[config.mk]
export PLATFORM = sky130hd
export DESIGN_NAME = ysyx_22051013_mem_arb
export DESIGN_NICKNAME = d
export VERILOG_FILES = /design/src/rtl/ysyx_22051013_mem_arb_pkg.sv /design/src/rtl/ysyx_22051013_starve_cnt.sv /design/src/rtl/ysyx_22051013_mem_arb.sv
export SDC_FILE = /design/constraint.sdc
export NUM_CORES = 1
export LEC_CHECK = 0
export ABC_AREA = 1
export CORE_AREA = 2 2 212 214
export CTS_CLUSTER_SIZE = 30
export DETAILED_ROUTE_END_ITERATION = 8
export DIE_AREA = 0 0 214 216
export PLACE_DENSITY = 0.65
export SLEW_MARGIN = 30
export SYNTH_ARGS = -nofsm -noshare
export SYNTH_HDL_FRONTEND = slang
export SYNTH_SLANG_ARGS = --single-unit
[constraint.sdc]
create_clock -name clk -period 1.8 [get_ports clk]
set_input_delay 0.36 -clock clk [delete_from_list [all_inputs] [get_ports clk]]
set_output_delay 0.36 -clock clk [all_outputs]
set_load 0.01 [all_outputs]
[src/rtl/ysyx_22051013_mem_arb_pkg.sv]
// Shared definitions for the IFU/LSU memory arbiter: data/address widths,
// FSM state encoding and memory size codes.
// Ports: none (package only).
package ysyx_22051013_mem_arb_pkg;

  localparam int XLEN   = 64;
  localparam int STRB_W = XLEN / 8;
  localparam int SIZE_W = 3;

  // Size code driven for instruction fetches (full 8-byte beat).
  localparam logic [SIZE_W-1:0] SIZE_DWORD = 3'b110;

  typedef enum logic [2:0] {
    IDLE    = 3'd0,
    LS_REQ  = 3'd1,
    LS_WAIT = 3'd2,
    IF_REQ  = 3'd3,
    IF_WAIT = 3'd4
  } state_t;

  function automatic logic is_req_state(input state_t s);
    return (s == LS_REQ) || (s == IF_REQ);
  endfunction

endpackage

[src/rtl/ysyx_22051013_starve_cnt.sv]
// Saturating up-counter with synchronous clear; tracks consecutive LSU grants
// while a fetch waits. Latency: count visible the cycle after inc/clr.
// Ports: clk, rst (async active-low), inc, clr in; cnt, sat out. No backpressure.
module ysyx_22051013_starve_cnt #(
  parameter int MAX = 4,
  parameter int W   = (MAX < 1) ? 1 : $clog2(MAX + 1)
) (
  input  logic         clk,
  input  logic         rst,
  input  logic         inc,
  input  logic         clr,
  output logic [W-1:0] cnt,
  output logic         sat
);

  assign sat = (cnt == W'(MAX));

  always_ff @(posedge clk or negedge rst) begin
    if (!rst) begin
      cnt <= '0;
    end else if (clr) begin
      cnt <= '0;
    end else if (inc && !sat) begin
      cnt <= cnt + W'(1);
    end
  end

endmodule

[src/rtl/ysyx_22051013_mem_arb.sv]
// Arbitrates one memory port between IFU fetches and LSU loads/stores; LSU has
// priority unless the fetch has waited STARVE_MAX LSU grants.
// Latency: request on mem_* one cycle after selection; response strobe and rdata
// one cycle after mem_rvalid. Backpressure: one transaction in flight; requesters
// hold their request until the response strobe, mem_gnt stalls in *_REQ.
// Ports: clk, rst (async active-low); IFU if_*; LSU ls_*; memory mem_*; busy.
module ysyx_22051013_mem_arb
  import ysyx_22051013_mem_arb_pkg::*;
#(
  parameter int STARVE_MAX = 4
) (
  input  logic              clk,
  input  logic              rst,
  // IFU side
  input  logic              if_req,
  input  logic [XLEN-1:0]   if_addr,
  output logic [XLEN-1:0]   if_rdata,
  output logic              if_valid,
  // LSU side
  input  logic              ls_re,
  input  logic              ls_we,
  input  logic [XLEN-1:0]   ls_addr,
  input  logic [XLEN-1:0]   ls_wdata,
  input  logic [STRB_W-1:0] ls_wstrb,
  input  logic [SIZE_W-1:0] ls_size,
  output logic [XLEN-1:0]   ls_rdata,
  output logic              ls_valid,
  // memory side
  output logic              mem_req,
  output logic              mem_we,
  output logic [XLEN-1:0]   mem_addr,
  output logic [XLEN-1:0]   mem_wdata,
  output logic [STRB_W-1:0] mem_wstrb,
  output logic [SIZE_W-1:0] mem_size,
  input  logic              mem_gnt,
  input  logic              mem_rvalid,
  input  logic [XLEN-1:0]   mem_rdata,
  output logic              busy
);

  localparam int CNT_W = (STARVE_MAX < 1) ? 1 : $clog2(STARVE_MAX + 1);

  state_t state, state_nxt;

  logic              ls_pick, if_pick;
  logic              starve_sat;
  logic [CNT_W-1:0]  starve_cnt;

  logic              cap_we;
  logic [XLEN-1:0]   cap_addr;
  logic [XLEN-1:0]   cap_wdata;
  logic [STRB_W-1:0] cap_wstrb;
  logic [SIZE_W-1:0] cap_size;

  // Selection happens only in IDLE. A pending fetch that has already seen
  // STARVE_MAX consecutive LSU grants wins over the LSU.
  assign ls_pick = (state == IDLE) && (ls_re || ls_we) && !(if_req && starve_sat);
  assign if_pick = (state == IDLE) && !ls_pick && if_req;

  ysyx_22051013_starve_cnt #(
    .MAX (STARVE_MAX),
    .W   (CNT_W)
  ) u_starve_cnt (
    .clk (clk),
    .rst (rst),
    .inc (ls_pick && if_req),
    .clr (if_pick || !if_req),
    .cnt (starve_cnt),
    .sat (starve_sat)
  );

  always_ff @(posedge clk or negedge rst) begin
    if (!rst) begin
      state <= IDLE;
    end else begin
      state <= state_nxt;
    end
  end

  always_comb begin
    state_nxt = state;
    case (state)
      IDLE: begin
        if (ls_pick) begin
          state_nxt = LS_REQ;
        end else if (if_pick) begin
          state_nxt = IF_REQ;
        end
      end
      LS_REQ:  if (mem_gnt)    state_nxt = LS_WAIT;
      LS_WAIT: if (mem_rvalid) state_nxt = IDLE;
      IF_REQ:  if (mem_gnt)    state_nxt = IF_WAIT;
      IF_WAIT: if (mem_rvalid) state_nxt = IDLE;
      default: state_nxt = IDLE;
    endcase
  end

  // Request attributes are frozen at selection so the requester may change its
  // inputs while the transaction is in flight. Reads carry zero data/strobes;
  // re+we together is treated as a store.
  always_ff @(posedge clk or negedge rst) begin
    if (!rst) begin
      cap_we    <= 1'b0;
      cap_addr  <= '0;
      cap_wdata <= '0;
      cap_wstrb <= '0;
      cap_size  <= '0;
    end else if (ls_pick) begin
      cap_we    <= ls_we;
      cap_addr  <= ls_addr;
      cap_wdata <= ls_we ? ls_wdata : '0;
      cap_wstrb <= ls_we ? ls_wstrb : '0;
      cap_size  <= ls_size;
    end else if (if_pick) begin
      cap_we    <= 1'b0;
      cap_addr  <= if_addr;
      cap_wdata <= '0;
      cap_wstrb <= '0;
      cap_size  <= SIZE_DWORD;
    end
  end

  // Response strobes are registered; the strobe cycle is therefore always an
  // IDLE cycle, so back-to-back transactions are separated by at least one.
  always_ff @(posedge clk or negedge rst) begin
    if (!rst) begin
      if_valid <= 1'b0;
      ls_valid <= 1'b0;
      if_rdata <= '0;
      ls_rdata <= '0;
    end else begin
      if_valid <= (state == IF_WAIT) && mem_rvalid;
      ls_valid <= (state == LS_WAIT) && mem_rvalid;
      if ((state == IF_WAIT) && mem_rvalid) begin
        if_rdata <= mem_rdata;
      end
      // A store ack must not disturb the last load data.
      if ((state == LS_WAIT) && mem_rvalid && !cap_we) begin
        ls_rdata <= mem_rdata;
      end
    end
  end

  assign mem_req   = is_req_state(state);
  assign mem_we    = (state == LS_REQ) && cap_we;
  assign mem_addr  = cap_addr;
  assign mem_wdata = cap_wdata;
  assign mem_wstrb = cap_wstrb;
  assign mem_size  = cap_size;
  assign busy      = (state != IDLE);

endmodule

-- Word-level counts from Yosys, hierarchy flattened
Cells that the tools add are included.
- register bits: 276
- input port bits: 274
- output and inout bits: 272
- logic and storage cells: 66
- add/subtract/negate cells: 1
- equal/unequal tests: 9
- muxes and demuxes: 20
- reduce and logical (&&, ||, !) cells: 25
- operator list (operator ; number):
    $mux 64 ; 5
    $mux 3 ; 9
    $mux 8 ; 3
    $pmux 3 s4 ; 1
    $logic_and 1x1->1 ; 11
    $eq 3x2->1 const B ; 2
    $eq 3x3->1 const B ; 2
    $logic_not 1->1 ; 5
    $ne 2x2->1 const B ; 2
    $reduce_and 4->1 ; 1
    $reduce_bool 2->1 ; 2
    $add 3x1->3 const B ; 1
    $eq 3x1->1 const B ; 1
    $logic_not 3->1 ; 1
    $logic_or 1x1->1 ; 3
    $ne 3x3->1 const B ; 1
    $reduce_bool 3->1 ; 1
    $mux 1 ; 2
    $ne 2x1->1 const B ; 1
    $reduce_or 2->1 ; 1

-- Logic depth before layout (Yosys ltp)
Gate-level depths: netlist (run 1).
- depth in word-level cells: 10
- mapped depth: 11
- gate-level depth less buffers: 10

-- Hierarchy
Synthesis (run 1) repeated with hierarchy kept, for this count alone.
- cell total of the unflattened synthesis: 1294
- area total of the unflattened synthesis: 11258.3 um2
- by module, submodules not included (module ; times used ; cells each ; area each (um2) ; sequential area each (um2)):
    ysyx_22051013_mem_arb ; 1 ; 1269 ; 11073.1 ; 6831.6
    ysyx_22051013_starve_cnt ; 1 ; 25 ; 185.2 ; 75.1

-- Least setup slack after synthesis (run 1)
No wires, ideal clock.
- path kind: register to register
- start: reg state[1]
- end: reg cap_addr[0] (netlist: mem_addr[0])
- library setup time: 0.124 ns
- arrival time: 1.278 ns
- data required time: 1.676 ns
- path slack: 0.397 ns
- cell stages (with the launch flop): 9
- path buffers: 2
- period minus slack after synthesis: 1.403 ns
- path through: dfrtp_1 > nor2_2 > nand2_2 > inv_1 > o21ai_2 > buf_4 > buf_2 > nand2_1 > nand3_1
- longest elaborated chain between the ends: 7
- elaborated cells between the ends (all ways): 8
- those cells by class: mux: 1; reduce/logical: 7
- ends and longest elaborated chain (what ; line ; source):
    start, declared ; ysyx_22051013_mem_arb.sv:43 ; state_t state, state_nxt;
    start signal, assigned ; ysyx_22051013_mem_arb.sv:76 ; state <= state_nxt;
    $logic_not 3->1 * ; ysyx_22051013_mem_arb.sv:57, ysyx_22051013_mem_arb.sv:58 ;
    $logic_and 1x1->1 (2 in a row) ; ysyx_22051013_mem_arb.sv:57 ; assign ls_pick = (state == IDLE) && (ls_re || ls_we) && !(if_req && starve_sat);
    $logic_not 1->1 ; ysyx_22051013_mem_arb.sv:58 ; assign if_pick = (state == IDLE) && !ls_pick && if_req;
    $logic_and 1x1->1 (2 in a row) ; ysyx_22051013_mem_arb.sv:58 ;
    $reduce_bool 2->1 (no line) ; -- ;
    end signal, assigned ; ysyx_22051013_mem_arb.sv:110 ; cap_addr <= ls_addr;
    end signal, assigned ; ysyx_22051013_mem_arb.sv:116 ; cap_addr <= if_addr;
    end, declared ; ysyx_22051013_mem_arb.sv:50 ; logic [XLEN-1:0] cap_addr;
Every way passes the cells marked *; elsewhere a longest branch is shown, timed or not.
A chain may end at the register's enable or synchronous reset.

-- Worst setup path after layout (run 1)
- start: reg state[1]
- end: out mem_req
- longest elaborated chain between the ends: 2
- elaborated cells between the ends (all ways): 3
- those cells by class: eq/ne: 2; reduce/logical: 1
- ends and longest elaborated chain (what ; line ; source):
    $eq 3x1->1 or $eq 3x2->1 (tied branches) ; ysyx_22051013_mem_arb_pkg.sv:22 ; return (s == LS_REQ) || (s == IF_REQ);
    $logic_or 1x1->1 * ; ysyx_22051013_mem_arb_pkg.sv:22 ;
    end, declared ; ysyx_22051013_mem_arb.sv:29 ; output logic mem_req,
Marks and branches as above.

==> metrics.md, run 1 <==
| Metric | Value |
|---|---|
| Pwr Total | `30.8 mW` |
| CP arrival | `1.46 ns` |
| CP Capture Type | `primary output` |
| Vias in the first global route | `10940` |
| Final setup vio count | `2` |
| Num CTS Buffers | `31` |
| DR WL/cell | `16.2 um` |
| Area grow syn2layout | `65.7%` |
| Via/cell ratio | `~4.4` |
| Peak supply drop | `between 0.7 and 0.8 mV` |
| Nets | `2059` |
| Core Util, Final | `0.418` |
| Share of the synthesized area in the top cell type | `0.624` |
| Setup TNS | `-0.0296 ns` |
| Routed vias | `10589` |
| Core area | `43800 um2` |
| Initial antenna violation count | `0` |
| Leakage | `approximately 9 nW` |
| Delay-heaviest family, CP | `flip-flops` |
| Post-synth EDFFs | `0` |
| Router iterations before antenna repair | `5` |
| Post-synth net total | `between 1000 and 1500` |
| Layout cells sized above 1 | `0.0775` |
| Unrepaired setup endpoints after global routing | `true` |
| Critical path class | `flop to primary output` |
| Fin crit share | `1.01` |
| Area contributors post-synth | `dfrtp_1 (62%), nand2_1 (14%), nand3_1 (6.1%)` |
| Site Rows | `77` |
| Syn_area_per_cell | `roughly 9.1 um2` |
| Overflow after GRT | `0` |
| Most common flop cell mapped by yosys | `dfrtp_1` |
| GRT Total Usage | `0.164` |
| CP Depth | `4` |
| Cell with the most instances after synthesis | `nand2_1` |
| Clock Skews | `approximately 0.010 ns` |
| Effective utilization at floorplan | `0.252` |
| Worst-path clk slew | `0.06 ns` |
| CTS sink cnt | `276` |
| Slowest-stage cell, CP | `dfrtp_2` |
| Reg2reg path depth | `7` |
| Worst-Margin Slew | `0.735 ns` |
| Largest net degree at the start of global routing | `111` |
| Outcome | `finished with violations` |
| First-pass GRT wire length | `61.3 mm` |
| Final Hold Viols | `0` |
| Max Fclk | `0.549 GHz` |
| Flops & latches, synth | `276` |
| Ant diodes | `0` |
| CTS root buf | `clkbuf_16` |
| Maximum clock path buffer count | `3` |
| Htree depth | `1` |
| Crit Path Max Fanout | `4` |
| Die height | `~220 um` |
| Crit path launch type | `flop` |
| CTS tree | `done` |
| Hpwl dp | `about 29 mm` |
| Fin crit period | `1.82 ns` |
| Slew Limit Headroom | `0.510` |
| Final WS setup | `-0.0204 ns` |
| Critical path destination | `mem_req` |
| Setup crit start | `state[1]` |
| Hold crit path type | `primary input to asynchronous set/reset pin` |
| FF-to-FF End | `ls_rdata[40]` |
| Final slew viol count | `0` |
| CP max stage delay | `approximately 0.45 ns` |
| Synth Warn # | `0` |
| Post-Syn Area | `11100 um2` |
| Die X | `214 um` |
| R2R setup slack | `0.13 ns` |
| Non-filler cells, final | `2398` |
| CP bufs+invs | `1` |
| Synth area leader | `dfrtp_1` |
| Post-synthesis sequential area ratio | `0.624` |
| Cell area power density | `1680 nW/um2` |
| Worst r2r src | `state[1]` |
| Remaining antenna violation count after routing | `0` |
| GPL Wtd Cong | `about 0.9` |
| DRC Markers | `0` |
| Final wirelength | `38.9 mm` |
| Failing checks | `setup timing` |
| Die Area | `about 46000 um2` |
| Crit path required time | `1.44 ns` |
| Top cells by count, synth | `nand2_1 (425), dfrtp_1 (276), nand3_1 (134)` |
| Netlist cell types | `21` |
| Top cell by count, worst path | `nand2_2` |
| Initial detailed-routing violation count | `701` |
| CP Cell Sequence | `nor2_2 > nand2_2 > nand2_2 > buf_6` |
| IO Pins | `546` |
| Synthesized instance count | `about 1200` |
| Async SR Flop Fraction | `1.00` |
| WHS | `0.290 ns` |
| # port buffers | `approximately 550` |
| MaxCap Viol Count | `0` |
| Worst-Skew Late Latency | `0.57 ns` |
| Placed insts | `about 2300` |
repair_timing:
action,in CTS,in global routing
buffers inserted,7,2
pin swaps,3,2
endpoints found under the hold margin,30,0
setup endpoints to repair,272,4
resized for setup,284,13
hold buffers,1,0
worst min-delay path by stage:
stage | from | to | slack, ns | depth (start not counted)
floorplan | rst | cap_we | 0.06 | 0
global placement | rst | ls_rdata[8] | 0.29 | 1
detailed placement | rst | ls_rdata[8] | 0.30 | 1
CTS | rst | ls_rdata[8] | 0.28 | 2
global route | rst | if_rdata[8] | 0.30 | 2
finish | rst | ls_rdata[8] | 0.29 | 2
flip-flops by register name, indices dropped and copies added, names as in the netlist:
register	count
cap_we	1
if_rdata	64
if_valid	1
ls_rdata	64
ls_valid	1
mem_addr	64
mem_size	3
mem_wdata	64
mem_wstrb	8
state	3
u_starve_cnt.cnt	3
worst register-to-register path, stage by stage (launching register included):
cell,delay (ns)
dfrtp_2,0.43
buf_4,0.13
buf_4,0.10
nand3_1,0.10
nor2_2,0.18
nand2_4,0.10
buf_12,0.19
o21ai_0,0.33
area by class of cell:
cell class / count / area (um2)
flip-flops and latches: 276 / 6910
fillers: 4430 / 25500
repair buffers: 611 / 5850
clock buffers: 46 / 922
multi-input cells: 783 / 3470
clock inverters: 10 / 146
well taps: 592 / 741
inverters: 80 / 302
power by group:
part	switching [mW]	total (mW)	leakage, nW	internal (mW)
logic	7.37	13.5	5.18	6.15
clock network	2.61	6.58	0.532	3.97
registers	1.60	10.7	3.48	9.12
layer usage:
layer  GRT usage  up-vias  wire length (um)
met5           0        -                 0
met4      0.0566        0              1210
met3      0.0467       74              3250
met2       0.286      453             19000
met1       0.193     5023             15400
li1            -     5039                 -
stage by stage:
step	worst slack, ns	instance area [um2]
floorplan	0.397	11100
global placement	-0.0934	17500
detailed placement	-0.129	17500
CTS	-0.0829	18300
global route	-0.0997	18300
finish	-0.0204	18300
layout by cell type, fill, tap and decap left out, types with 4 or more instances in the layout:
master / n
nand3_1: 133
buf_4: 47
clkdlybuf4s50_1: 271
o21ai_0: 128
clkbuf_16: 31
nor2_2: 4
clkinv_2: 6
dfrtp_1: 274
buf_12: 18
o21ai_1: 75
inv_1: 76
clkbuf_8: 9
clkbuf_1: 6
dlygate4sd2_1: 269
nor2_1: 4
nand2_1: 422
cells by family (layout without fill, tap and decap cells):
family,Yosys count,after routing,share of synthesized area
compound gates,207,207,0.0942
xor+xnor,1,1,0.000792
fa+ha+maj,2,2,0.00226
buf+inv,160,747,0.0675
flops,276,276,0.624
simple gates,573,573,0.211
Note: power is estimated with default switching activity, not from simulation.
==> run 2: changes to the inputs <==
--- a/config.mk
+++ b/config.mk
@@ -6,6 +6,7 @@
 export NUM_CORES = 1
 export LEC_CHECK = 0
 export ABC_AREA = 1
+export CAP_MARGIN = 0
 export CORE_AREA = 2 2 212 214
 export CTS_CLUSTER_SIZE = 30
 export DETAILED_ROUTE_END_ITERATION = 8
==> results of run 2 <==
No change in the layout: final DEF, timing and power equal those of run 1.
